<file path="config.mk">
export PLATFORM = sky130hd
export DESIGN_NAME = updown_stepper
export DESIGN_NICKNAME = d
export VERILOG_FILES = /design/src/rtl/updown_pkg.sv /design/src/rtl/step_timer.sv /design/src/rtl/updown_stepper.sv
export SDC_FILE = /design/constraint.sdc
export NUM_CORES = 1
export LEC_CHECK = 0
export CORE_ASPECT_RATIO = 0.9
export CORE_UTILIZATION = 25
export CTS_CLUSTER_SIZE = 30
export DETAILED_ROUTE_END_ITERATION = 16
export RECOVER_POWER = 100
export SETUP_SLACK_MARGIN = 0.3
export SYNTH_ARGS = -nofsm -noshare
export SYNTH_HDL_FRONTEND = slang
export SYNTH_SLANG_ARGS = --single-unit
</file>
<file path="constraint.sdc">
create_clock -name clk -period 3.8 [get_ports clk]
set_clock_uncertainty 0.15 [all_clocks]
set_input_delay 0.76 -clock clk [delete_from_list [all_inputs] [get_ports clk]]
set_output_delay 0.76 -clock clk [all_outputs]
set_load 0.03 [all_outputs]
</file>
<file path="src/rtl/updown_pkg.sv">
// updown_pkg
// Shared types and the direction helper for the up/down stepper.
//   state_e  : controller states (IDLE waits for a target, MOVE emits pulses)
//   dir_e    : stepping direction latched at target acceptance
//   pick_dir : chooses up or down from the current count, the target and the
//              wrap mode; the design and its scoreboard both call it
package updown_pkg;

    typedef enum logic {IDLE, MOVE} state_e;

    typedef enum logic {DIR_UP, DIR_DOWN} dir_e;

    // Operands are passed zero-extended to 32 bits so the one function serves
    // any counter width. With wrapping allowed, the upward modular distance
    // is compared against half the range, and an exact half-way tie goes up.
    // Without wrapping, the count moves monotonically toward the target.
    function automatic dir_e pick_dir(input logic [31:0] shadow,
                                      input logic [31:0] target,
                                      input logic        wrap_en,
                                      input int          width = 4);
        logic [31:0] half;
        logic [31:0] mask;
        logic [31:0] d_up;
        half = 32'd1 << (width - 1);
        mask = (half << 1) - 32'd1;
        d_up = (target - shadow) & mask;
        if (wrap_en) begin
            return (d_up <= half) ? DIR_UP : DIR_DOWN;
        end
        return (target > shadow) ? DIR_UP : DIR_DOWN;
    endfunction

endpackage

</file>
<file path="src/rtl/step_timer.sv">
// step_timer
// Pulse-spacing prescaler. It is started by each emitted pulse and raises
// tick in the cycle before the next pulse is due, so that the registered
// pulse lands exactly STEP_DIV cycles after the previous one.
//   clk, reset : clock and asynchronous active-high reset
//   start      : a pulse is high in this cycle
//   clear      : abandon any pending interval (move finished or aborted)
//   tick       : load the next pulse at the coming edge
module step_timer #(
    parameter int STEP_DIV = 1
) (
    input  logic clk,
    input  logic reset,
    input  logic start,
    input  logic clear,
    output logic tick
);

    localparam int CW = $clog2(STEP_DIV + 1);
    localparam logic [CW-1:0] RELOAD = CW'(STEP_DIV - 1);

    logic [CW-1:0] cnt;

    // Counts down the cycles remaining until the next pulse. A pulse loads
    // STEP_DIV-1, so the count sits at 1 in the last cycle before the next
    // pulse is due; clear takes priority so a finished move leaves nothing
    // pending.
    always_ff @(posedge clk or posedge reset) begin
        if (reset) begin
            cnt <= '0;
        end else if (clear) begin
            cnt <= '0;
        end else if (start) begin
            cnt <= RELOAD;
        end else if (cnt != '0) begin
            cnt <= cnt - CW'(1);
        end
    end

    // With no division the next pulse follows immediately, so the pulse
    // itself requests its successor.
    assign tick = (STEP_DIV == 1) ? start : (cnt == CW'(1));

endmodule

</file>
<file path="src/rtl/updown_stepper.sv">
// updown_stepper
// Command-side driver for the 4-bit up/down counter. It accepts a target over
// a valid/ready handshake and emits one-cycle up or down pulses until its
// shadow copy of the counter equals the target.
//   clk, reset    : clock and asynchronous active-high reset
//   tgt_valid     : a target is offered
//   tgt_ready     : target can be accepted (IDLE only)
//   tgt_value     : requested final count
//   wrap_en       : sampled with the target; 1 takes the shortest modular path
//   abort         : stop stepping after the current pulse
//   up, down      : increment / decrement pulses to the counter
//   shadow_count  : mirror of the counter value
//   busy          : high while moving
//   done          : one-cycle pulse when the target is reached
module updown_stepper
    import updown_pkg::*;
#(
    parameter int WIDTH    = 4,
    parameter int STEP_DIV = 1
) (
    input  logic             clk,
    input  logic             reset,
    input  logic             tgt_valid,
    output logic             tgt_ready,
    input  logic [WIDTH-1:0] tgt_value,
    input  logic             wrap_en,
    input  logic             abort,
    output logic             up,
    output logic             down,
    output logic [WIDTH-1:0] shadow_count,
    output logic             busy,
    output logic             done
);

    state_e           state, state_next;
    dir_e             dir_q, dir_next, start_dir;
    logic [WIDTH-1:0] target_q, target_next;
    logic [WIDTH-1:0] stepped;
    logic             pulse, reached, tick, timer_clear;
    logic             up_next, down_next, done_next;

    assign pulse     = up | down;
    assign stepped   = !pulse ? shadow_count :
                       (dir_q == DIR_UP) ? shadow_count + WIDTH'(1)
                                         : shadow_count - WIDTH'(1);
    assign reached   = (state == MOVE) && pulse && (stepped == target_q);
    assign start_dir = pick_dir(32'(shadow_count), 32'(tgt_value), wrap_en, WIDTH);

    // The interval restarts on every pulse and is dropped whenever the move
    // ends, whether by completion or abort.
    assign timer_clear = (state != MOVE) || reached || abort;

    step_timer #(.STEP_DIV(STEP_DIV)) u_timer (
        .clk   (clk),
        .reset (reset),
        .start (pulse),
        .clear (timer_clear),
        .tick  (tick)
    );

    // State register together with the target and direction latched at
    // acceptance.
    always_ff @(posedge clk or posedge reset) begin
        if (reset) begin
            state    <= IDLE;
            target_q <= '0;
            dir_q    <= DIR_UP;
        end else begin
            state    <= state_next;
            target_q <= target_next;
            dir_q    <= dir_next;
        end
    end

    // Next-state logic. A target equal to the current count completes without
    // leaving IDLE. In MOVE, completion and abort both return to IDLE; a pulse
    // that is high while abort is sampled has already been counted through
    // stepped, so reached covers the abort-on-last-pulse case.
    always_comb begin
        state_next  = state;
        target_next = target_q;
        dir_next    = dir_q;
        case (state)
            IDLE: begin
                if (tgt_valid && (tgt_value != shadow_count)) begin
                    state_next  = MOVE;
                    target_next = tgt_value;
                    dir_next    = start_dir;
                end
            end
            MOVE: begin
                if (reached || abort) begin
                    state_next = IDLE;
                end
            end
            default: state_next = IDLE;
        endcase
    end

    // Next values of the registered outputs. The first pulse is loaded at the
    // acceptance edge so it appears in the very next cycle; later pulses wait
    // for the timer. Completion takes priority over abort.
    always_comb begin
        up_next   = 1'b0;
        down_next = 1'b0;
        done_next = 1'b0;
        case (state)
            IDLE: begin
                if (tgt_valid) begin
                    if (tgt_value == shadow_count) begin
                        done_next = 1'b1;
                    end else begin
                        up_next   = (start_dir == DIR_UP);
                        down_next = (start_dir == DIR_DOWN);
                    end
                end
            end
            MOVE: begin
                if (reached) begin
                    done_next = 1'b1;
                end else if (!abort && tick) begin
                    up_next   = (dir_q == DIR_UP);
                    down_next = (dir_q == DIR_DOWN);
                end
            end
            default: ;
        endcase
    end

    // Output registers. shadow_count advances at the same edge that samples
    // each pulse, which is the edge at which the real counter moves.
    always_ff @(posedge clk or posedge reset) begin
        if (reset) begin
            up           <= 1'b0;
            down         <= 1'b0;
            done         <= 1'b0;
            shadow_count <= '0;
        end else begin
            up           <= up_next;
            down         <= down_next;
            done         <= done_next;
            shadow_count <= stepped;
        end
    end

    // Handshake and busy are plain decodes of the state register.
    assign tgt_ready = (state == IDLE);
    assign busy      = (state == MOVE);

endmodule

</file>
==> impl_results.md <==
- Final WL: approximately 1800 µm
- Number of setup buffers added after CTS: 0
- Register area share after synthesis: 0.389
- Synthesized cell area: ~840 µm²
- Worst hold margin: approximately 0.35 ns
- Worst path slowest cell: dlygate4sd3_1
- Core area: approximately 0.0031 mm²
- Setup crit end kind: flip-flop
- Post-layout util: 0.354
- Worst-Margin Slew: approximately 0.53 ns
- Congestion Overflow GR: 0
- Vias/cell: 4.70
- HP Class: flip-flop to flip-flop
- Rows: 19
- Final setup fails: 0
- Layout overhead on the synthesized area: 31.5%
- Vias in the first global route: 700
- Initial antenna violation count: 0
- Max-cap violations: 0
- Post-DP HPWL: between 1500 and 2000 µm
- Startpoint Class: primary input
- Outcome: finished clean
- DP Area: ~0.0011 mm²
- Post-route ant nets: 0
- Setup TNS: 0 ns
- CTS max path bufs: 2
- Fin. Hold Viols: 0
- DIE HEIGHT: approximately 57 µm
- Fraction of layout cells with a size suffix above 1: 0.0727
- Crit-path cells: dlygate4sd3_1 -> ha_1 -> nor2b_1 -> o21a_1 -> or3_1 -> a41oi_1 -> o21ai_0
- # nets final: 128
- Inserted Clock Buffers: 3
- Clk_lat worst skew: 0.24 ns
- #FFs+latches synth: 13
- Overall Power: a little over 0.001 W
- DRT iter0 DRCs: 38
- Max Fclk: roughly 0.36 GHz
- CTS resizes: 0
- Ranking of synthesized cells by area: dfrtp_1 39%, ha_1 9.0%, nand2_1 6.7%
- Port buffer count: 17
- Cell variety after synth: 34
- Post-CTS Hold Buffers: 0
- Die area: 0.00358 mm²
- CP Data Arrival Time: around 2.7 ns
- Static Leak: 0.496 nW
- Relative slew slack: 0.645
- CTS sink count: 13
- Fin. max-slew vios: 0
- Antenna Cells: 0
- Clock-pin slew on the worst setup and hold paths: approximately 0.050 ns
- Starting density of the core: 0.269
- Syn_nets: around 110
- Largest net degree at the start of global routing: 14
- Post-route cell area: 0.00110 mm²
- Reg-to-reg slack, setup: about 1.4 ns
- Post-layout min period: 2.76 ns
- Synth Warn #: 0
- Period utilization: 0.726
- Routed len/inst: 12.0 µm
- RSZ-0062 raised after global routing: false
- Root buffer cell: clkbuf_8
- First-pass GRT wire length: ~3200 µm
- WP data required: between 3 and 4 ns
- Maximum VDD drop: 0.221 mV
- Die X: about 63 µm
- Mean Syn Cell Area: approximately 9.4 µm²
- Pwr Density: just over 900 mW/mm²
- I/O pin cnt: 18
- Worst-path maximum fanout: 3
- CTS tree: yes
- # DRC: 0
- Fill cells: approximately 330
- Delay of the slowest critical-path stage: roughly 0.60 ns
- Via Count: about 710
- RD Place Congestion: between 0.8 and 0.9
- Crit path buffers/inverters: 1
- Leading area contributor after synthesis: dfrtp_1
- GRT Total Usage: 0.122
- Syn Inst Count: 89
- Setup CP Type: primary input to flip-flop
- Drt pass-1 iters: 4
- CP delay by family, top: buffers and inverters
- Max H-tree Level: 1
- Share of the synthesized area in the top cell type: 0.389
-- placed cells by master (no fill, tap or decap), types with 2 or more instances in the layout --
master           instances
nand2_1                 15
dfrtp_1                 13
dlygate4sd3_1           11
inv_1                    9
xnor2_1                  6
o21ai_0                  6
ha_1                     6
clkdlybuf4s50_1          6
a21oi_1                  4
clkbuf_8                 3
nor2_1                   2
nor3_1                   2
nand3_1                  2
a21o_1                   2
fa_1                     2
-- worst register-to-register path: cells and delay by family, from the launching register on --
| family | cells | cell delay (ns) |
|---|---|---|
| adders and majority gates | 1 | 0.38 |
| AOI/OAI and AO/OA | 4 | 0.80 |
| DFF | 1 | 0.43 |
| and+or+nand+nor | 1 | 0.51 |
-- logic make-up after synthesis --
family                     share of synthesized area
and+or+nand+nor                                0.203
AOI/OAI and AO/OA                              0.157
DFF                                            0.389
buffers and inverters                         0.0404
adders and majority gates                      0.138
xor gates and xnor gates                      0.0732
-- cell usage after synthesis, drive strengths merged --
cell type  number
or3b            1
o21ai           6
nand2          15
nand2b          1
or2             1
a21o            2
nor2            2
nor4            1
o211ai          1
o21bai          1
or3             1
nor2b           1
o21a            1
nor3            2
a41oi           1
a21oi           4
nand3           3
nand4           1
o2bb2ai         1
and3            1
o31ai           1
fa              2
xnor2           6
dfrtp          13
a211o           1
o22ai           1
inv             9
xor2            1
or4             1
nand3b          1
ha              6
-- metal layers --
metal  vias up  routed length, µm  track usage
met5         -                  0            0
met4         0                 36       0.0731
met3         5                 90       0.0366
met2        18                805        0.177
met1       340                885        0.158
li1        351                  -            -
-- power breakdown --
group / internal [W] / switching, W
registers: 0.000204 / 0.0000714
clock network: 0.0000741 / 0.0000503
logic: 0.000277 / 0.000347
-- flip-flops by register name, indices dropped and copies added, names as in the netlist --
name          count
busy              1
dir_q             1
done              1
down              1
shadow_count      4
target_q          4
up                1
-- path summary, 6_finish.rpt --
| check | from | endpoint | cells past startpoint |
|---|---|---|---|
| max reg2reg | shadow_count[2]$_DFF_PP0_ | busy$_DFF_PP0_ | 6 |
| max | tgt_value[1] | dir_q$_DFFE_PP0P_ | 7 |
| min | target_q[1]$_DFFE_PP0P_ | target_q[1]$_DFFE_PP0P_ | 2 |
| min reg2reg | target_q[1]$_DFFE_PP0P_ | target_q[1]$_DFFE_PP0P_ | 2 |
| min in group asynchronous | reset | shadow_count[1]$_DFF_PP0_ | 2 |
| max in group asynchronous | reset | busy$_DFF_PP0_ | 2 |
-- cell type report --
class / count / area, µm² / share of cell area
Multi-Input combinational cell: 67 / 474 / 0.431
Sequential cell: 13 / 325 / 0.295
Clock buffer: 4 / 45.0 / 0.0409
Inverter: 9 / 33.8 / 0.0307
Timing Repair Buffer: 17 / 170 / 0.155
Tap cell: 42 / 52.6 / 0.0477
-- stage by stage --
step / setup slack (ns) / instances
2_1_floorplan: 1.46 / 89
3_3_place_gp: 0.929 / 148
3_5_place_dp: 0.896 / 148
4_1_cts: 1.16 / 152
5_1_grt: 0.897 / 152
6_report: 1.04 / 152
Power figures use the tool's default switching activity.
